--- src/rtl/rpn_alu_stage_if.sv ---
// rtl/rpn_alu_stage_if.sv - command and status bundle for the RPN ALU stage
//
// Purpose: carries the command handshake and the stack status outputs of
// rpn_alu_stage between the block and whatever drives it.
// Signals:
//   cmd_valid / cmd_ready   command handshake (accept when both are 1)
//   cmd_op    [2:0]         opcode
//   cmd_data  [WIDTH-1:0]   PUSH operand
//   done                    one-cycle completion pulse
//   top       [WIDTH-1:0]   top-of-stack value (0 when empty)
//   depth     [DW-1:0]      occupied entries, 0..DEPTH
//   err_underflow           last command lacked operands
//   err_overflow            last command exceeded capacity
//   arith_ovf               last arithmetic result wrapped
// Modports: master drives commands, slave is the ALU stage.
interface rpn_alu_stage_if #(
  parameter int WIDTH = 8,
  parameter int DEPTH = 16
);
  localparam int DW = $clog2(DEPTH) + 1;

  logic             cmd_valid;
  logic [2:0]       cmd_op;
  logic [WIDTH-1:0] cmd_data;
  logic             cmd_ready;
  logic             done;
  logic [WIDTH-1:0] top;
  logic [DW-1:0]    depth;
  logic             err_underflow;
  logic             err_overflow;
  logic             arith_ovf;

  modport master (
    output cmd_valid, cmd_op, cmd_data,
    input  cmd_ready, done, top, depth, err_underflow, err_overflow, arith_ovf
  );

  modport slave (
    input  cmd_valid, cmd_op, cmd_data,
    output cmd_ready, done, top, depth, err_underflow, err_overflow, arith_ovf
  );
endinterface

--- src/rtl/rpn_alu_stage.sv ---
// rtl/rpn_alu_stage.sv - stack-based RPN ALU with a four-state command FSM
//
// Purpose: accepts one command at a time, runs it through READ / EXEC / WRITE
// and commits the stack effect on the edge leaving WRITE.
// Ports:
//   CLOCK_50  in   rising-edge clock
//   reset     in   asynchronous active-high reset
//   bus       slave side of rpn_alu_stage_if (command handshake + status)
module rpn_alu_stage #(
  parameter int WIDTH = 8,
  parameter int DEPTH = 16
) (
  input logic            CLOCK_50,
  input logic            reset,
  rpn_alu_stage_if.slave bus
);
  localparam int AW = (DEPTH > 1) ? $clog2(DEPTH) : 1;
  localparam int DW = $clog2(DEPTH) + 1;

  localparam logic [2:0] OP_PUSH  = 3'd0;
  localparam logic [2:0] OP_ADD   = 3'd1;
  localparam logic [2:0] OP_SUB   = 3'd2;
  localparam logic [2:0] OP_MUL   = 3'd3;
  localparam logic [2:0] OP_DUP   = 3'd4;
  localparam logic [2:0] OP_SWAP  = 3'd5;
  localparam logic [2:0] OP_DROP  = 3'd6;
  localparam logic [2:0] OP_CLEAR = 3'd7;

  typedef enum logic [1:0] {S_IDLE, S_READ, S_EXEC, S_WRITE} state_t;

  state_t            state, state_nxt;
  logic              cmd_ready_w, done_w, accept, commit;

  logic [WIDTH-1:0]  stack [DEPTH];
  logic [DW-1:0]     depth_q, depth_nxt;

  logic [2:0]        op_q;
  logic [WIDTH-1:0]  data_q, opa_q, opb_q, res_q;

  // Verdict of EXEC, held until the commit edge.
  logic              unf_q, ovf_q, aovf_q;
  logic              err_unf_q, err_ovf_q, arith_ovf_q;

  logic [WIDTH-1:0]  res_c;
  logic              unf_c, ovf_c, aovf_c, room_c;
  logic [DW-1:0]     need_c;
  logic [WIDTH:0]    sum_c;
  logic [2*WIDTH-1:0] prod_c;

  logic [AW-1:0]     idx_free, idx_top, idx_below;

  assign accept    = bus.cmd_valid && cmd_ready_w;
  assign commit    = (state == S_WRITE) && !unf_q && !ovf_q;
  // Truncation is safe: each index is only used when the depth guard holds.
  assign idx_free  = AW'(depth_q);
  assign idx_top   = AW'(depth_q - DW'(1));
  assign idx_below = AW'(depth_q - DW'(2));

  // FSM state register
  always_ff @(posedge CLOCK_50 or posedge reset) begin
    if (reset) state <= S_IDLE;
    else       state <= state_nxt;
  end

  // FSM next-state logic
  always_comb begin
    state_nxt = state;
    case (state)
      S_IDLE:  if (accept) state_nxt = S_READ;
      S_READ:  state_nxt = S_EXEC;
      S_EXEC:  state_nxt = S_WRITE;
      S_WRITE: state_nxt = S_IDLE;
      default: state_nxt = S_IDLE;
    endcase
  end

  // FSM outputs; ready is masked by reset so nothing is accepted while held.
  always_comb begin
    cmd_ready_w = (state == S_IDLE) && !reset;
    done_w      = (state == S_WRITE);
  end

  // Operand/room checks and arithmetic, evaluated in EXEC.
  always_comb begin
    need_c = '0;
    room_c = 1'b0;
    case (op_q)
      OP_PUSH:                        room_c = 1'b1;
      OP_DUP:                 begin need_c = DW'(1); room_c = 1'b1; end
      OP_DROP:                        need_c = DW'(1);
      OP_ADD, OP_SUB, OP_MUL, OP_SWAP: need_c = DW'(2);
      default: ;
    endcase
    unf_c  = (depth_q < need_c);
    ovf_c  = room_c && (depth_q == DW'(DEPTH));

    sum_c  = {1'b0, opa_q} + {1'b0, opb_q};
    prod_c = {{WIDTH{1'b0}}, opa_q} * {{WIDTH{1'b0}}, opb_q};

    res_c  = '0;
    aovf_c = 1'b0;
    case (op_q)
      OP_ADD: begin res_c = sum_c[WIDTH-1:0];  aovf_c = sum_c[WIDTH];              end
      OP_SUB: begin res_c = opa_q - opb_q;     aovf_c = (opa_q < opb_q);           end
      OP_MUL: begin res_c = prod_c[WIDTH-1:0]; aovf_c = |prod_c[2*WIDTH-1:WIDTH];  end
      default: ;
    endcase
    // A rejected command reports only its stack error, never a wrap.
    if (unf_c || ovf_c) aovf_c = 1'b0;
  end

  always_comb begin
    depth_nxt = depth_q;
    case (op_q)
      OP_PUSH, OP_DUP:                 depth_nxt = depth_q + DW'(1);
      OP_ADD, OP_SUB, OP_MUL, OP_DROP: depth_nxt = depth_q - DW'(1);
      OP_CLEAR:                        depth_nxt = '0;
      default: ;
    endcase
  end

  // Control/datapath registers
  always_ff @(posedge CLOCK_50 or posedge reset) begin
    if (reset) begin
      depth_q     <= '0;
      op_q        <= '0;
      data_q      <= '0;
      opa_q       <= '0;
      opb_q       <= '0;
      res_q       <= '0;
      unf_q       <= 1'b0;
      ovf_q       <= 1'b0;
      aovf_q      <= 1'b0;
      err_unf_q   <= 1'b0;
      err_ovf_q   <= 1'b0;
      arith_ovf_q <= 1'b0;
    end else begin
      case (state)
        S_IDLE: if (accept) begin
          op_q        <= bus.cmd_op;
          data_q      <= bus.cmd_data;
          err_unf_q   <= 1'b0;
          err_ovf_q   <= 1'b0;
          arith_ovf_q <= 1'b0;
        end
        S_READ: begin
          opb_q <= (depth_q >= DW'(1)) ? stack[idx_top]   : '0;
          opa_q <= (depth_q >= DW'(2)) ? stack[idx_below] : '0;
        end
        S_EXEC: begin
          res_q  <= res_c;
          unf_q  <= unf_c;
          ovf_q  <= ovf_c;
          aovf_q <= aovf_c;
        end
        S_WRITE: begin
          err_unf_q   <= unf_q;
          err_ovf_q   <= ovf_q;
          arith_ovf_q <= aovf_q;
          if (commit) depth_q <= depth_nxt;
        end
        default: ;
      endcase
    end
  end

  // Stack storage; entries above depth are don't-care so no reset is needed.
  always_ff @(posedge CLOCK_50) begin
    if (commit) begin
      case (op_q)
        OP_PUSH:                stack[idx_free]  <= data_q;
        OP_DUP:                 stack[idx_free]  <= opb_q;
        OP_ADD, OP_SUB, OP_MUL: stack[idx_below] <= res_q;
        OP_SWAP: begin
          stack[idx_top]   <= opa_q;
          stack[idx_below] <= opb_q;
        end
        default: ;
      endcase
    end
  end

  assign bus.cmd_ready     = cmd_ready_w;
  assign bus.done          = done_w;
  assign bus.top           = (depth_q != '0) ? stack[idx_top] : '0;
  assign bus.depth         = depth_q;
  assign bus.err_underflow = err_unf_q;
  assign bus.err_overflow  = err_ovf_q;
  assign bus.arith_ovf     = arith_ovf_q;
endmodule

--- src/flat_wrapper.sv ---
// flat-port wrapper written by rule: the top's interface ports become plain ports
module rpn_alu_stage_flat 
#(
  parameter int WIDTH = 8,
  parameter int DEPTH = 16
)
  (CLOCK_50, reset, bus_cmd_valid, bus_cmd_op, bus_cmd_data, bus_cmd_ready, bus_done, bus_top, bus_depth, bus_err_underflow, bus_err_overflow, bus_arith_ovf);
  rpn_alu_stage_if #(.WIDTH(WIDTH), .DEPTH(DEPTH)) bus_i ();
  input logic CLOCK_50;
  input logic reset;
  input wire logic [$bits(bus_i.cmd_valid)-1:0] bus_cmd_valid;
  input wire logic [$bits(bus_i.cmd_op)-1:0] bus_cmd_op;
  input wire logic [$bits(bus_i.cmd_data)-1:0] bus_cmd_data;
  output wire logic [$bits(bus_i.cmd_ready)-1:0] bus_cmd_ready;
  output wire logic [$bits(bus_i.done)-1:0] bus_done;
  output wire logic [$bits(bus_i.top)-1:0] bus_top;
  output wire logic [$bits(bus_i.depth)-1:0] bus_depth;
  output wire logic [$bits(bus_i.err_underflow)-1:0] bus_err_underflow;
  output wire logic [$bits(bus_i.err_overflow)-1:0] bus_err_overflow;
  output wire logic [$bits(bus_i.arith_ovf)-1:0] bus_arith_ovf;
  assign bus_i.cmd_valid = bus_cmd_valid;
  assign bus_i.cmd_op = bus_cmd_op;
  assign bus_i.cmd_data = bus_cmd_data;
  assign bus_cmd_ready = bus_i.cmd_ready;
  assign bus_done = bus_i.done;
  assign bus_top = bus_i.top;
  assign bus_depth = bus_i.depth;
  assign bus_err_underflow = bus_i.err_underflow;
  assign bus_err_overflow = bus_i.err_overflow;
  assign bus_arith_ovf = bus_i.arith_ovf;
  rpn_alu_stage #(.WIDTH(WIDTH), .DEPTH(DEPTH)) u_core (.CLOCK_50(CLOCK_50), .reset(reset), .bus(bus_i));
endmodule
--- config.mk ---
export PLATFORM = sky130hd
export DESIGN_NAME = rpn_alu_stage_flat
export DESIGN_NICKNAME = d
export VERILOG_FILES = /design/src/rtl/rpn_alu_stage_if.sv /design/src/rtl/rpn_alu_stage.sv /design/src/flat_wrapper.sv
export SDC_FILE = /design/constraint.sdc
export NUM_CORES = 1
export LEC_CHECK = 0
export BUFFER_PORTS_ARGS = -buffer_cell sky130_fd_sc_hd__buf_2
export CAP_MARGIN = 20
export CORE_AREA = 2 2 165 167
export DETAILED_ROUTE_END_ITERATION = 10
export DIE_AREA = 0 0 167 169
export HOLD_SLACK_MARGIN = 0.08
export PLACE_DENSITY = 0.68
export SKIP_LAST_GASP = 1
export SYNTH_ARGS = -nofsm -noshare
export SYNTH_HDL_FRONTEND = slang
export SYNTH_SLANG_ARGS = --single-unit
--- constraint.sdc ---
create_clock -name CLOCK_50 -period 4.5 [get_ports CLOCK_50]
set_input_delay 0.45 -clock CLOCK_50 [delete_from_list [all_inputs] [get_ports CLOCK_50]]
set_output_delay 0.45 -clock CLOCK_50 [all_outputs]
set_load 0.05 [all_outputs]
# After elaboration in Yosys (flattened, before gate mapping)

Memories as Yosys holds them, arrays and structs flattened.
Index checks and enable logic that the tools add are counted.
Widths: inputs -> output; s select.

Flip-flop bits (word level): 48
Latch bits: 0
Bits in writable memories: 128
Bits in read-only memories: 0
Bits of input ports: 14
Output and inout port bits: 18
Logic and storage cells: 94
Memories kept: 1

Memories:

| memory       | depth | width | read ports | clocked after Yosys merged registers in | write ports | line                | text |
|---|---|---|---|---|---|---|---|
| u_core.stack | 16    | 8     | 2          | 0                                       | 2           | rpn_alu_stage.sv:34 | `logic [WIDTH-1:0] stack [DEPTH];` |

Add/sub/neg operators: 5
$mul: 1
Div/mod/pow operators: 0
Magnitude comparators: 4
Equal/unequal tests: 12
Shifts and indexed selects: 0
Mux-type cells: 32
Bitwise logic cells: 2
Reductions and logical operators: 24

Operators by type and width:

| cell                | count |
|---|---|
| $mux 8              | 6 |
| $pmux 8 s3          | 1 |
| $mul 8x8->16        | 1 |
| $mux 1              | 16 |
| $reduce_or 8->1     | 2 |
| $pmux 5 s3          | 1 |
| $eq 3x3->1 const B  | 4 |
| $add 8x8->9         | 1 |
| $lt 8x8->1          | 1 |
| $pmux 2 s4          | 1 |
| $reduce_or 4->1     | 2 |
| $sub 8x8->8         | 1 |
| $eq 3x2->1 const B  | 2 |
| $pmux 1 s2          | 3 |
| $add 5x1->5 const B | 1 |
| $eq 5x5->1 const B  | 1 |
| $ge 5x1->1 const B  | 1 |
| $ge 5x2->1 const B  | 1 |
| $logic_and 1x1->1   | 5 |
| $lt 5x2->1          | 1 |
| $reduce_bool 5->1   | 1 |
| $sub 5x1->5 const B | 1 |
| $eq 2x2->1 const B  | 2 |
| $mux 4              | 1 |
| other kinds (18)    | 23 |

# Depth between registers and ports, before layout

Depth after elaboration: 8
Gate-level depth with buffers: 18
Depth with buffers taken out: 16

# Worst setup path after synthesis

OpenSTA, ideal clock, no wires.

Kind: reg-to-reg
Start point: register u_core.opa_q[6]
End point: register u_core.aovf_q
Setup time: 0.124 ns
Data arrival time: 4.658 ns
Required time: 4.376 ns
Setup slack: -0.282 ns
Cell stages (with the launch flop): 16
Path through: dfrtp_1 -> clkbuf_1 -> clkbuf_1 -> nand2_1 -> fa_1 -> fa_1 -> fa_1 -> inv_1 -> fa_1 -> ha_1 -> o21ai_0 -> nor2_1 -> o22ai_1 -> mux2_2 -> o31a_1 -> a211o_1

Word-level cells in the longest chain between the ends: 4

RTL lines:

| item                     | line                 | text |
|---|---|---|
| start: declaration       | rpn_alu_stage.sv:38  | `logic [WIDTH-1:0] data_q, opa_q, opb_q, res_q;` |
| start signal: assignment | rpn_alu_stage.sv:148 | `opa_q <= (depth_q >= DW'(2)) ? stack[idx_below] : '0;` |
| $mul 8x8->16             | rpn_alu_stage.sv:98  | `prod_c = {{WIDTH{1'b0}}, opa_q} * {{WIDTH{1'b0}}, opb_q};` |
| $reduce_or 8->1          | rpn_alu_stage.sv:105 | `OP_MUL: begin res_c = prod_c[WIDTH-1:0]; aovf_c = \|prod_c[2*WIDTH-1:WIDTH]; end` |
| $pmux 1 s3 *             | rpn_alu_stage.sv:102 | `case (op_q)` |
| $mux 1 *                 | rpn_alu_stage.sv:109 | `if (unf_c \|\| ovf_c) aovf_c = 1'b0;` |
| end signal: assignment   | rpn_alu_stage.sv:154 | `aovf_q <= aovf_c;` |
| end: declaration         | rpn_alu_stage.sv:41  | `logic unf_q, ovf_q, aovf_q;` |

Mark *: on every way between the ends. The rest lies on a longest branch, timed or not.
A chain may end at the register's enable or synchronous reset.

# Worst setup path after layout

Start point: register u_core.opa_q[3]
End point: register u_core.aovf_q

The elaborated chain is that of the path after synthesis.

==> impl_metrics.env <==
export IMPL_final_antenna_net_count=0
export IMPL_track_usage=0.2686
export IMPL_register_area_um2=5060
export IMPL_worst_pin_slew_ns=0.9972
export IMPL_die_h_um=169
export IMPL_synth_top_cell_by_area="edfxtp_1"
export IMPL_final_nets=1430
export IMPL_status="finished, final reports clean"
export IMPL_r2r_start="u_core.opa_q[3]"
export IMPL_synth_top_area_frac=0.2939
export IMPL_slew_viol_final=0
export IMPL_syn_area_um2=13080
export IMPL_synth_area_per_cell_um2=10.35
export IMPL_routed_via_density=6.157
export IMPL_async_flop_share=0.2727
export IMPL_htree_num_levels=4
export IMPL_drive_gt1_frac=0.2190
export IMPL_synth_cell_types=74
export IMPL_portBuffers=31
export IMPL_gr_total_overflow=0
export IMPL_drc=0
export IMPL_totalWireLength_um=37140
export IMPL_clock_fmax_ghz=0.2280
export IMPL_crit_required_ns=4.83
export IMPL_hp_class="input port to register"
export IMPL_r2r_end="u_core.aovf_q"
export IMPL_grt_pass1_wl_um=58110
export IMPL_syn_nets=1383
export IMPL_fillers=2311
export IMPL_cts_tree="yes"
export IMPL_cap_violations=0
export IMPL_arrival_ns=4.72
export IMPL_holdPathStages=2
export IMPL_dieArea_um2=28220
export IMPL_start_util=0.4935
export IMPL_antenna_found_initial=0
export IMPL_fin_crit_ns=4.386
export IMPL_yosys_top_cells_area="edfxtp_1 29%, mux4_2 11%, dfrtp_1 9.2%"
export IMPL_worstSkewPairLatency_ns=0.45
export IMPL_coreArea_um2=26500
export IMPL_drt_first_pass_iters=6
export IMPL_drtIter0Drc=952
export IMPL_cts_buffer_depth=2
export IMPL_synth_edf_count=128
export IMPL_endpoint_kind="register"
export IMPL_setup_viol=0
export IMPL_cp_max_fo=7
export IMPL_clock_sinks=176
export IMPL_grt_max_degree=51
export IMPL_multiInputGateArea_um2=7428
export IMPL_hpwl_um=27680
export IMPL_clock_skew_ns=0.02097
export IMPL_min_to="u_core.op_q[2]"
export IMPL_grt_pass1_vias=10060
export IMPL_finalHoldViolations=0
export IMPL_fin_crit_sh=0.9747
export IMPL_r2r_cells=14
export IMPL_vias=10250
export IMPL_ys_flop_type="edfxtp_1"
export IMPL_max_slew_margin_rel=0.3352
export IMPL_clkTransAtPathRegs_ns=0.08
export IMPL_io_pins=32
export IMPL_synth_cells=1264
export IMPL_num_antenna_cells=0
export IMPL_ys_seq_elements=176
export IMPL_cts_buffers=17
export IMPL_die_w_um=167
export IMPL_root_buffer="clkbuf_16"
export IMPL_final_util=0.5539
export IMPL_yosys_warnings=0
export IMPL_ys_seq_area_frac=0.3857
export IMPL_post_drt_wl_per_cell_um=22.31
export IMPL_r2r_setup_slack_ns=0.11
export IMPL_area_delta_synth_final_pct=12.24
export IMPL_cp_start_kind="register"
export IMPL_hold_start="bus_cmd_op[2]"
export IMPL_num_rows=60
export IMPL_crit_type="register to register"
export IMPL_place_congestion=0.9467
metal layers:
metal  part of all wire  up-vias  track usage
met5                  0        -            0
met4              0.046        0       0.1229
met3              0.079       97      0.04910
met2               0.47      464       0.4332
met1               0.40     5023       0.3559
li1                   -     4667            -
cell usage after synthesis (all sizes together), types with 7 or more instances:
master	count
clkbuf	41
nor2b	9
a21oi	22
inv	92
o22ai	27
o221ai	12
nand2b	21
mux4	72
nand3	24
fa	38
mux2	15
o21ai	171
buf	41
ha	67
edfxtp	128
xor2	7
dfrtp	48
nor2	87
nand2	235
sequential cells by signal, indices dropped and copies added, names as in the netlist, 2 cells and up:
| register | cells |
|---|---|
| u_core.res_q | 8 |
| u_core.op_q | 3 |
| u_core.data_q | 8 |
| u_core.opa_q | 8 |
| u_core.opb_q | 8 |
| u_core.stack | 128 |
| u_core.state | 2 |
| u_core.bus.depth | 5 |
worst max-delay path, stage by stage, from the launching register on:
cell	delay, ns
dfrtp_2	0.47
buf_4	0.16
nand2_1	0.08
fa_1	0.46
fa_1	0.50
fa_1	0.52
inv_1	0.05
fa_1	0.53
ha_4	0.22
o21ai_2	0.16
nor2_1	0.08
o22ai_2	0.19
mux2_4	0.31
o31a_1	0.30
a211o_1	0.26
stage by stage:
stage               area, µm²  TNS [ns]  cells  worst slack (ns)  hold slack [ns]
floorplan               13100         0   1264          0.001919           0.4535
global placement        13750         0   1618           0.01447           0.4666
detailed placement      13750   -0.1073   1618           -0.1073           0.4692
CTS                     14370         0   1650          0.009183           0.2314
global route            14680  -0.02993   1665          -0.02993           0.2274
finish                  14680         0   1665            0.1140           0.2440
cells in the final DEF (no fill, tap or decap), types with 5 or more instances in the layout:
master | synthesis | routed
a21o_1 | 5 | 5
a21oi_1 | 21 | 20
a22oi_1 | 6 | 6
buf_2 | 24 | 31
buf_4 | 9 | 71
clkbuf_16 | 0 | 17
dfrtp_1 | 48 | 38
dfrtp_2 | 0 | 9
edfxtp_1 | 128 | 128
fa_1 | 38 | 37
ha_1 | 67 | 57
ha_4 | 0 | 8
inv_1 | 92 | 88
inv_8 | 0 | 5
mux2_2 | 15 | 14
mux4_1 | 6 | 6
mux4_2 | 66 | 66
nand2_1 | 229 | 229
nand2_4 | 6 | 6
nand2b_1 | 21 | 21
nand3_1 | 24 | 24
nor2_1 | 71 | 68
nor2_4 | 15 | 15
nor2b_1 | 9 | 9
nor3_1 | 6 | 5
o2111ai_1 | 5 | 5
o211ai_1 | 6 | 6
o21ai_0 | 149 | 145
o21ai_1 | 22 | 22
o21bai_1 | 6 | 6
o221ai_1 | 12 | 12
o22ai_1 | 27 | 26
xor2_1 | 6 | 6
cell type report:
| class | count | share of cell area |
|---|---|---|
| inverter | 93 | 0.02378 |
| timing repair buffer | 110 | 0.05498 |
| clock inverter | 15 | 0.01244 |
| multi-input combinational | 913 | 0.5061 |
| tap | 341 | 0.02907 |
| clock buffer | 17 | 0.02898 |
| sequential | 176 | 0.3447 |
cell families (layout without fill, tap and decap cells):
logic type | Yosys count | after routing | synth area share
muxes | 88 | 88 | 0.1394
DFF | 176 | 176 | 0.3857
adders and majority gates | 105 | 105 | 0.1223
buffers and inverters | 175 | 235 | 0.05864
and+or+nand+nor | 400 | 400 | 0.1409
AOI/OAI and AO/OA | 308 | 308 | 0.1436
xor gates and xnor gates | 12 | 12 | 0.009471
how the worst max path moves through the flow:
stage / slack [ns] / cells past startpoint / to / start
2_1_floorplan: 0.002 / 14 / u_core.aovf_q / u_core.opa_q[5]
4_1_cts: 0.009 / 15 / u_core.aovf_q / u_core.opb_q[3]
3_5_place_dp: -0.11 / 16 / u_core.aovf_q / u_core.opa_q[3]
3_3_place_gp: 0.01 / 13 / u_core.aovf_q / u_core.opa_q[2]
5_1_grt: -0.03 / 16 / u_core.aovf_q / u_core.opa_q[3]
6_report: 0.11 / 14 / u_core.aovf_q / u_core.opa_q[3]
repair_timing:
item | in CTS | in global routing
setup buffers | 0 | 12
pin swaps | 0 | 14
hold buffers | 0 | 1
resized for setup | 6 | 38
setup endpoints to repair | 1 | 1
cloned | 0 | 0
hold endpoints to repair | 0 | 9
Power is not shown: default switching activity piles up to over one toggle a cycle in this logic, so the estimate is an artifact.
